File: config.mk
export PLATFORM = sky130hd
export DESIGN_NAME = ddr3_rw_scheduler
export DESIGN_NICKNAME = d
export VERILOG_FILES = /design/src/rtl/ddr3_rw_scheduler.sv
export SDC_FILE = /design/constraint.sdc
export NUM_CORES = 1
export LEC_CHECK = 0
export ABC_AREA = 1
export CAP_MARGIN = 20
export CORE_AREA = 2 2 261 263
export DETAILED_ROUTE_END_ITERATION = 10
export DIE_AREA = 0 0 263 265
export PLACE_DENSITY = 0.57
export SYNTH_ARGS = -nofsm -noshare
export SYNTH_HDL_FRONTEND = slang
export SYNTH_SLANG_ARGS = --single-unit
File: constraint.sdc
create_clock -name clk -period 4.6 [get_ports clk]
set_input_delay 0.46 -clock clk [delete_from_list [all_inputs] [get_ports clk]]
set_output_delay 0.46 -clock clk [all_outputs]
set_load 0.1 [all_outputs]
File: src/rtl/ddr3_rw_scheduler.sv
// Read/write command scheduler between request FIFOs and a DDR3 MIG-style app interface.
// Read addresses wait in a tag queue so that in-order read data can be paired with them.
module ddr3_rw_scheduler #(
  parameter int ADDRESS_WIDTH   = 32,
  parameter int DATA_WIDTH      = 128,
  parameter int APP_ADDR_WIDTH  = 29,
  parameter int MAX_OUTSTANDING = 8,
  parameter int WR_BURST_MAX    = 4
) (
  input  logic                               clk,
  input  logic                               rst_n,
  input  logic                               EN,
  input  logic [DATA_WIDTH-1:0]              write_fifo_data,
  input  logic [ADDRESS_WIDTH-1:0]           write_fifo_address,
  input  logic                               write_fifo_empty,
  output logic                               write_fifo_read,
  input  logic [ADDRESS_WIDTH-1:0]           read_in_fifo_address,
  input  logic                               read_in_fifo_empty,
  output logic                               read_in_fifo_read,
  output logic [ADDRESS_WIDTH-1:0]           read_out_fifo_address,
  output logic [DATA_WIDTH-1:0]              read_out_fifo_data,
  output logic                               read_out_fifo_data_write,
  input  logic [$clog2(MAX_OUTSTANDING):0]   read_out_fifo_free,
  output logic [APP_ADDR_WIDTH-1:0]          app_addr,
  output logic [2:0]                         app_cmd,
  output logic                               app_en,
  input  logic                               app_rdy,
  output logic [DATA_WIDTH-1:0]              app_wdf_data,
  output logic [DATA_WIDTH/8-1:0]            app_wdf_mask,
  output logic                               app_wdf_wren,
  output logic                               app_wdf_end,
  input  logic                               app_wdf_rdy,
  input  logic [DATA_WIDTH-1:0]              app_rd_data,
  input  logic                               app_rd_data_valid,
  output logic                               err_unexpected_rd
);

  localparam int PTR_W = $clog2(MAX_OUTSTANDING);
  localparam int CNT_W = PTR_W + 1;
  localparam int BST_W = $clog2(WR_BURST_MAX + 1);
  localparam logic [CNT_W-1:0] MAX_CNT = CNT_W'(MAX_OUTSTANDING);
  localparam logic [BST_W-1:0] BST_MAX = BST_W'(WR_BURST_MAX);

  // state    | meaning
  // ST_IDLE  | arbitrate between pending reads and writes
  // ST_WRITE | present write command and data from write FIFO head
  // ST_READ  | present read commands from read-in FIFO head
  typedef enum logic [1:0] {ST_IDLE, ST_WRITE, ST_READ} state_t;

  state_t              state_q, state_d;
  logic                last_wr_q, last_wr_d;
  logic [BST_W-1:0]    burst_q, burst_d, burst_inc;
  logic                cmd_done_q, cmd_done_d, dat_done_q, dat_done_d;
  logic                wr_busy_q, wr_busy_d, rd_busy_q, rd_busy_d;
  logic [CNT_W-1:0]    outst_q, outst_d;
  logic [PTR_W-1:0]    wr_ptr_q, wr_ptr_d, rd_ptr_q, rd_ptr_d;
  logic                err_q, err_d;
  logic [ADDRESS_WIDTH-1:0] tag_mem [MAX_OUTSTANDING];

  logic                      rd_elig, cmd_ok, dat_ok, rd_issue, rd_ret;
  logic                      en_c, wren_c, wpop_c, rpop_c;
  logic [2:0]                cmd_c;
  logic [APP_ADDR_WIDTH-1:0] addr_c;
  logic [DATA_WIDTH-1:0]     wdata_c;

  always_comb begin
    state_d    = state_q;
    last_wr_d  = last_wr_q;
    burst_d    = burst_q;
    cmd_done_d = cmd_done_q;
    dat_done_d = dat_done_q;
    wr_busy_d  = wr_busy_q;
    rd_busy_d  = rd_busy_q;
    en_c       = 1'b0;
    wren_c     = 1'b0;
    wpop_c     = 1'b0;
    rpop_c     = 1'b0;
    rd_issue   = 1'b0;
    cmd_ok     = 1'b0;
    dat_ok     = 1'b0;
    cmd_c      = 3'b000;
    addr_c     = '0;
    wdata_c    = '0;
    rd_elig    = !read_in_fifo_empty && (outst_q < MAX_CNT) && (outst_q < read_out_fifo_free);
    burst_inc  = (burst_q == BST_MAX) ? burst_q : burst_q + BST_W'(1);

    case (state_q)
      ST_IDLE: begin
        burst_d = '0;
        if (EN) begin
          if (rd_elig && (write_fifo_empty || last_wr_q)) state_d = ST_READ;
          else if (!write_fifo_empty)                     state_d = ST_WRITE;
        end
      end
      ST_WRITE: begin
        // Once presented, a write runs to completion even if EN drops.
        if (!write_fifo_empty && (EN || wr_busy_q)) begin
          addr_c  = write_fifo_address[APP_ADDR_WIDTH-1:0];
          wdata_c = write_fifo_data;
          en_c    = !cmd_done_q;
          wren_c  = !dat_done_q;
          cmd_ok  = cmd_done_q || app_rdy;
          dat_ok  = dat_done_q || app_wdf_rdy;
          if (cmd_ok && dat_ok) begin
            wpop_c     = 1'b1;
            cmd_done_d = 1'b0;
            dat_done_d = 1'b0;
            wr_busy_d  = 1'b0;
            last_wr_d  = 1'b1;
            burst_d    = burst_inc;
            if (!(EN && (!rd_elig || (burst_inc < BST_MAX)))) state_d = ST_IDLE;
          end else begin
            cmd_done_d = cmd_ok;
            dat_done_d = dat_ok;
            wr_busy_d  = 1'b1;
          end
        end else begin
          state_d = ST_IDLE;
        end
      end
      ST_READ: begin
        if (rd_busy_q || (rd_elig && EN)) begin
          en_c   = 1'b1;
          cmd_c  = 3'b001;
          addr_c = read_in_fifo_address[APP_ADDR_WIDTH-1:0];
          if (app_rdy) begin
            rpop_c    = 1'b1;
            rd_issue  = 1'b1;
            rd_busy_d = 1'b0;
            last_wr_d = 1'b0;
            if (!EN) state_d = ST_IDLE;
          end else begin
            rd_busy_d = 1'b1;
          end
        end else begin
          state_d = ST_IDLE;
        end
      end
      default: state_d = ST_IDLE;
    endcase
  end

  always_comb begin
    rd_ret   = app_rd_data_valid && (outst_q != '0);
    err_d    = err_q || (app_rd_data_valid && (outst_q == '0));
    wr_ptr_d = rd_issue ? wr_ptr_q + PTR_W'(1) : wr_ptr_q;
    rd_ptr_d = rd_ret ? rd_ptr_q + PTR_W'(1) : rd_ptr_q;
    outst_d  = outst_q;
    if (rd_issue && !rd_ret)      outst_d = outst_q + CNT_W'(1);
    else if (!rd_issue && rd_ret) outst_d = outst_q - CNT_W'(1);
  end

  always_ff @(posedge clk) begin
    if (!rst_n) begin
      state_q    <= ST_IDLE;
      last_wr_q  <= 1'b0;
      burst_q    <= '0;
      cmd_done_q <= 1'b0;
      dat_done_q <= 1'b0;
      wr_busy_q  <= 1'b0;
      rd_busy_q  <= 1'b0;
      outst_q    <= '0;
      wr_ptr_q   <= '0;
      rd_ptr_q   <= '0;
      err_q      <= 1'b0;
    end else begin
      state_q    <= state_d;
      last_wr_q  <= last_wr_d;
      burst_q    <= burst_d;
      cmd_done_q <= cmd_done_d;
      dat_done_q <= dat_done_d;
      wr_busy_q  <= wr_busy_d;
      rd_busy_q  <= rd_busy_d;
      outst_q    <= outst_d;
      wr_ptr_q   <= wr_ptr_d;
      rd_ptr_q   <= rd_ptr_d;
      err_q      <= err_d;
    end
  end

  always_ff @(posedge clk) begin
    if (rst_n && rd_issue) tag_mem[wr_ptr_q] <= read_in_fifo_address;
  end

  // Outputs are forced low combinationally while reset is held.
  assign app_en                   = rst_n && en_c;
  assign app_cmd                  = rst_n ? cmd_c : 3'b000;
  assign app_addr                 = rst_n ? addr_c : '0;
  assign app_wdf_data             = rst_n ? wdata_c : '0;
  assign app_wdf_mask             = '0;
  assign app_wdf_wren             = rst_n && wren_c;
  assign app_wdf_end              = rst_n && wren_c;
  assign write_fifo_read          = rst_n && wpop_c;
  assign read_in_fifo_read        = rst_n && rpop_c;
  assign read_out_fifo_data_write = rst_n && rd_ret;
  assign read_out_fifo_address    = (rst_n && rd_ret) ? tag_mem[rd_ptr_q] : '0;
  assign read_out_fifo_data       = (rst_n && rd_ret) ? app_rd_data : '0;
  assign err_unexpected_rd        = rst_n && err_q;

  generate
    if (ADDRESS_WIDTH > APP_ADDR_WIDTH) begin : g_addr_hi
      logic unused_wr_addr_hi;
      assign unused_wr_addr_hi = ^write_fifo_address[ADDRESS_WIDTH-1:APP_ADDR_WIDTH];
    end
  endgenerate

endmodule

* Yosys cells after proc, flatten, opt, wreduce, memory -nomap -nowiden
Memory sizes are Yosys's and may differ from the RTL's. A register that Yosys moved wholly into a read port is not among the register bits.
Cells that the tools add are included.
** Cells by class
- $add $sub $neg :: 5
- Multipliers :: 0
- Div/mod/pow operators :: 0
- Order comparisons :: 3
- Equal/unequal tests :: 13
- Shift operators :: 0
- Multiplexer cells :: 52
- Bitwise gates (word level) :: 0
- Reduce and logical (&&, ||, !) cells :: 42
** Operators by type and width (number)
- $mux W128 :: 4
- $mux W29 :: 3
- $pmux W29 S2 :: 1
- $mux W32 :: 1
- $mux W1 :: 22
- $mux W2 :: 9
- $mux W3 :: 6
- $logic_and A1 B1 Y1 :: 17
- $ne A3 B3 Y1 const B :: 5
- $ne A2 B2 Y1 const B :: 5
- $add A3 B1 Y3 const B :: 3
- $mux W4 :: 2
- $logic_not A1 Y1 :: 7
- $logic_or A1 B1 Y1 :: 7
- $pmux W2 S3 :: 1
- $pmux W3 S2 :: 1
- $reduce_and A6 Y1 :: 1
- $reduce_bool A2 Y1 :: 3
- $reduce_and A5 Y1 :: 1
- $add A4 B1 Y4 const B :: 1
- $logic_not A4 Y1 :: 1
- $lt A4 B4 Y1 :: 1
- $lt A4 B4 Y1 const B :: 1
- $pmux W1 S2 :: 2
- other kinds (9) :: 10
** Storage, ports and cells
- Bits in registers :: 21
- Latch bits :: 0
- Bits in writable memories :: 256
- Bits in read-only memories :: 0
- Bits of input ports :: 332
- Output and inout bits :: 343
- Word-level logic and storage cells :: 127
- Memories kept :: 1
** Memory list
- tag_mem :: depth 8, width 32, read ports 1, clocked after memory_dff 1, wr ports 1, line 58 : logic [ADDRESS_WIDTH-1:0] tag_mem [MAX_OUTSTANDING];

* Longest topological paths before layout
- Word-level depth :: 11
- Depth in mapped cells :: 20
- Mapped depth without buffers :: 20

* Worst setup path before layout
OpenSTA, ideal clock, no wires.
- Path kind :: in2out
- Start :: input rst_n
- End :: output read_out_fifo_address[0]
- Arrival time :: 4575 ps
- Required time :: 4140 ps
- Setup slack :: -435 ps
- Cell stages on the path :: 6
- Cell sequence :: buf_2 -> inv_2 -> nor2_1 -> inv_2 -> clkbuf_1 -> nor3_1
** Between the ends
- Word-level cells in the longest chain between the ends :: 2
** Ends and longest elaborated chain
- start, declared :: line 11 : input logic rst_n,
- $logic_and A1 B1 Y1
- net read_out_fifo_data_write :: line 22 : output logic read_out_fifo_data_write,
- $mux W32 :: line 196 : assign read_out_fifo_address = (rst_n && rd_ret) ? tag_mem[rd_ptr_q] : '0;
- end, declared :: line 20 : output logic [ADDRESS_WIDTH-1:0] read_out_fifo_address,
The timed path passes the listed nets, and every way through them passes these cells.

==> impl_metrics.py <==
metrics = {
    "status": {
        "status": "finished, final reports clean",
    },
    "finish": {
        "final_util_pct": 35.1,
        "syn_to_final_growth_pct": 57.3,
        "num-nets-final": 2502,
        "layout-drive-gt1-share_pct": 26.5,
        "fillers": 6718,
        "finalInstanceArea_mm2": 0.0235,
    },
    "clock_network": {
        "h-tree-depth": 1,
        "cts_made_buffers": 27,
        "clock_path_buffers": 3,
        "path_clk_slew_ps": 60,
        "tritoncts": "done",
        "cts-root-buf": "clkbuf_16",
        "cts_setup_buffers": 0,
        "clkLatencyLatePin_ps": 540,
        "clock_sinks": 280,
        "ctsResizeCount": 0,
        "postCtsHoldBufs": 0,
    },
    "routing": {
        "drtAntennaViolNets": 0,
        "vias_per_cell": 4.37,
        "drc": 0,
        "dr_total_vias": 13400,
        "drt-total-wl_um": 82800,
        "drt_first_pass_iters": 6,
        "wl_per_cell_um": 27.1,
        "first_iter_violations": 928,
    },
    "synthesis": {
        "yosys-top-cells-area": "edfxtp_1 52%, nor2_1 8.0%, nor2_4 7.7%",
        "synth_area_mm2": 0.0149,
        "synth.distinct_cells": 32,
        "async_reset_ff_share_pct": 0,
        "synthFlopType": "edfxtp_1",
        "synth.most_common_cell": "nor2_1",
        "synth_warnings": 0,
        "synthTopCellsByCount": "316 x nor2_1, 293 x inv_1, 256 x edfxtp_1",
        "yosysTopAreaCell": "edfxtp_1",
        "seq_area_frac_synth_pct": 54.7,
        "syn_inst": 1537,
        "netlist.area_leader.share_pct": 51.5,
        "synth.ff_latch_count": 280,
        "synth_edf_count": 256,
        "syn_avg_cell_area_um2": 9.71,
    },
    "floorplan": {
        "design.die.area_mm2": 0.0697,
        "die_w_um": 263,
        "pin_count": 675,
        "die_h_um": 265,
        "row_count": 95,
        "start_util_pct": 22.3,
        "core-area_mm2": 0.0668,
    },
    "timing": {
        "period_minus_slack_ps": 3800,
        "fmaxAchievable_ghz": 0.263,
        "finalHoldViolations": 0,
        "period_share_pct": 82.6,
        "grt_setup_unrepaired": "no",
        "relSlewSlack_pct": 31.5,
        "skew_ps": 10.6,
        "tightest_slew_ps": 1020,
        "slew_viol_final": 0,
        "tns_ps": 0,
        "setup_viol": 0,
    },
    "placed_design": {
        "place_area_mm2": 0.0226,
        "gp_congestion": 1.11,
        "hpwl_um": 67700,
        "port_buffers": 653,
    },
    "critical_path": {
        "critical_path.startpoint_type": "register",
        "crit-reg2reg-launch": "outst_q[1]",
        "crit_required_ps": 4140,
        "reg2reg_slack_ps": 1610,
        "worstSetupPathType": "register to primary output",
        "crit_path_max_fanout": 83,
        "rr_worst_depth": 13,
        "r2r_end": "tag_mem[0][27]",
        "endpoint_kind": "primary output",
        "setup.worst_path.end": "read_out_fifo_address[4]",
        "worstPathArrival_ps": 3340,
    },
    "power_and_ir_drop": {
        "ir_drop_mv": 0.269,
        "p_per_area_mw_per_mm2": 430,
        "p_leak_nw": 9.61,
    },
    "global_routing": {
        "grt_pass1_vias": 13500,
        "grt-ovfl-total": 0,
        "antenna_found_initial": 30,
        "track_usage_pct": 22.9,
        "grt_pass1_wl_um": 111000,
        "grt_max_degree": 84,
    },
    "flow_run": {
        "cap_violations": 0,
    },
    "hold_path": {
        "hold_class": "register to register",
        "whs_path_depth": 2,
    },
}
sequential cells by signal, summed over array words and instances (netlist names), named ones only:
register	cells
tag_mem	256
outst_q	4
burst_q	3
rd_ptr_q	3
wr_ptr_q	3
state_q	2
cmd_done_q	1
dat_done_q	1
err_q	1
last_wr_q	1
rd_busy_q	1
wr_busy_q	1
final cells by class:
cell class	instances	area [um2]	share of cell area, %
flip-flops and latches	280	8170	34.8
clock inverters	15	111	0.475
multi-input cells	863	5020	21.4
clock buffers	34	702	2.99
inverters	302	1150	4.90
diodes	8	20.0	0.0853
well taps	873	1090	4.66
repair buffers	682	7190	30.7
worst min-delay path by stage:
stage / slack, ps / to / start
2_1_floorplan: 420 / err_q / err_q
3_5_place_dp: 470 / last_wr_q / last_wr_q
3_3_place_gp: 440 / register / rd_ptr_q[2]
5_1_grt: 500 / register / rd_ptr_q[2]
6_report: 480 / register / rd_ptr_q[2]
4_1_cts: 480 / last_wr_q / last_wr_q
logic make-up after synthesis:
logic type      count (synthesis)  share of synthesized area (%)
xor+xnor                        1                         0.0587
compound gates                255                           11.4
other cells                     1                         0.0251
fa+ha+maj                      14                           1.22
flops                         280                           54.7
simple gates                  575                           20.1
buf+inv                       411                           12.4
stage by stage:
step | instances | hold WS, ps | total power, mW | setup slack [ps]
finish | 3057 | 475 | 10.1 | 802
global placement | 3000 | 440 | 8.03 | 888
detailed placement | 3000 | 468 | 8.10 | 881
CTS | 3049 | 478 | 10.2 | 724
floorplan | 1554 | 424 | 6.53 | -435
global route | 3056 | 496 | 10.5 | 556
placed cells by master (no fill, tap or decap), drive strengths merged:
cell	instances
a211oi	3
a21oi	44
a31oi	1
buf	353
bufinv	1
clkbuf	34
clkdlybuf4s50	329
clkinv	11
conb	18
dfxtp	24
diode	8
edfxtp	256
fa	1
ha	13
inv	305
nand2	112
nand3	8
nand4	2
nor2	421
nor3	32
o211a	1
o211ai	1
o21ai	141
o221a	64
xor2	1
power by group:
group          internal, mW  total (mW)  switching, mW
clock                  1.14        2.06          0.917
sequential             2.84        2.95          0.115
combinational          1.24        5.07           3.83
total                  5.21        10.1           4.86
layer usage:
layer / up-vias / GRT usage [%] / routed length (um) / share of wire, %
li1: 6170 / - / - / -
met1: 6558 / 26.9 / 32700 / 39
met2: 509 / 40.5 / 41600 / 50
met3: 123 / 4.88 / 4970 / 6.0
met4: 14 / 9.45 / 3530 / 4.3
met5: - / 0 / 82 / 0.099
worst max-delay path, stage by stage, from the launching register on:
cell	delay [ps]
dfxtp_4	540
inv_4	620
buf_4	500
nor2_1	80
o221a_2	250
nor3_1	360
buf_4	370
Power figures use the tool's default switching activity.
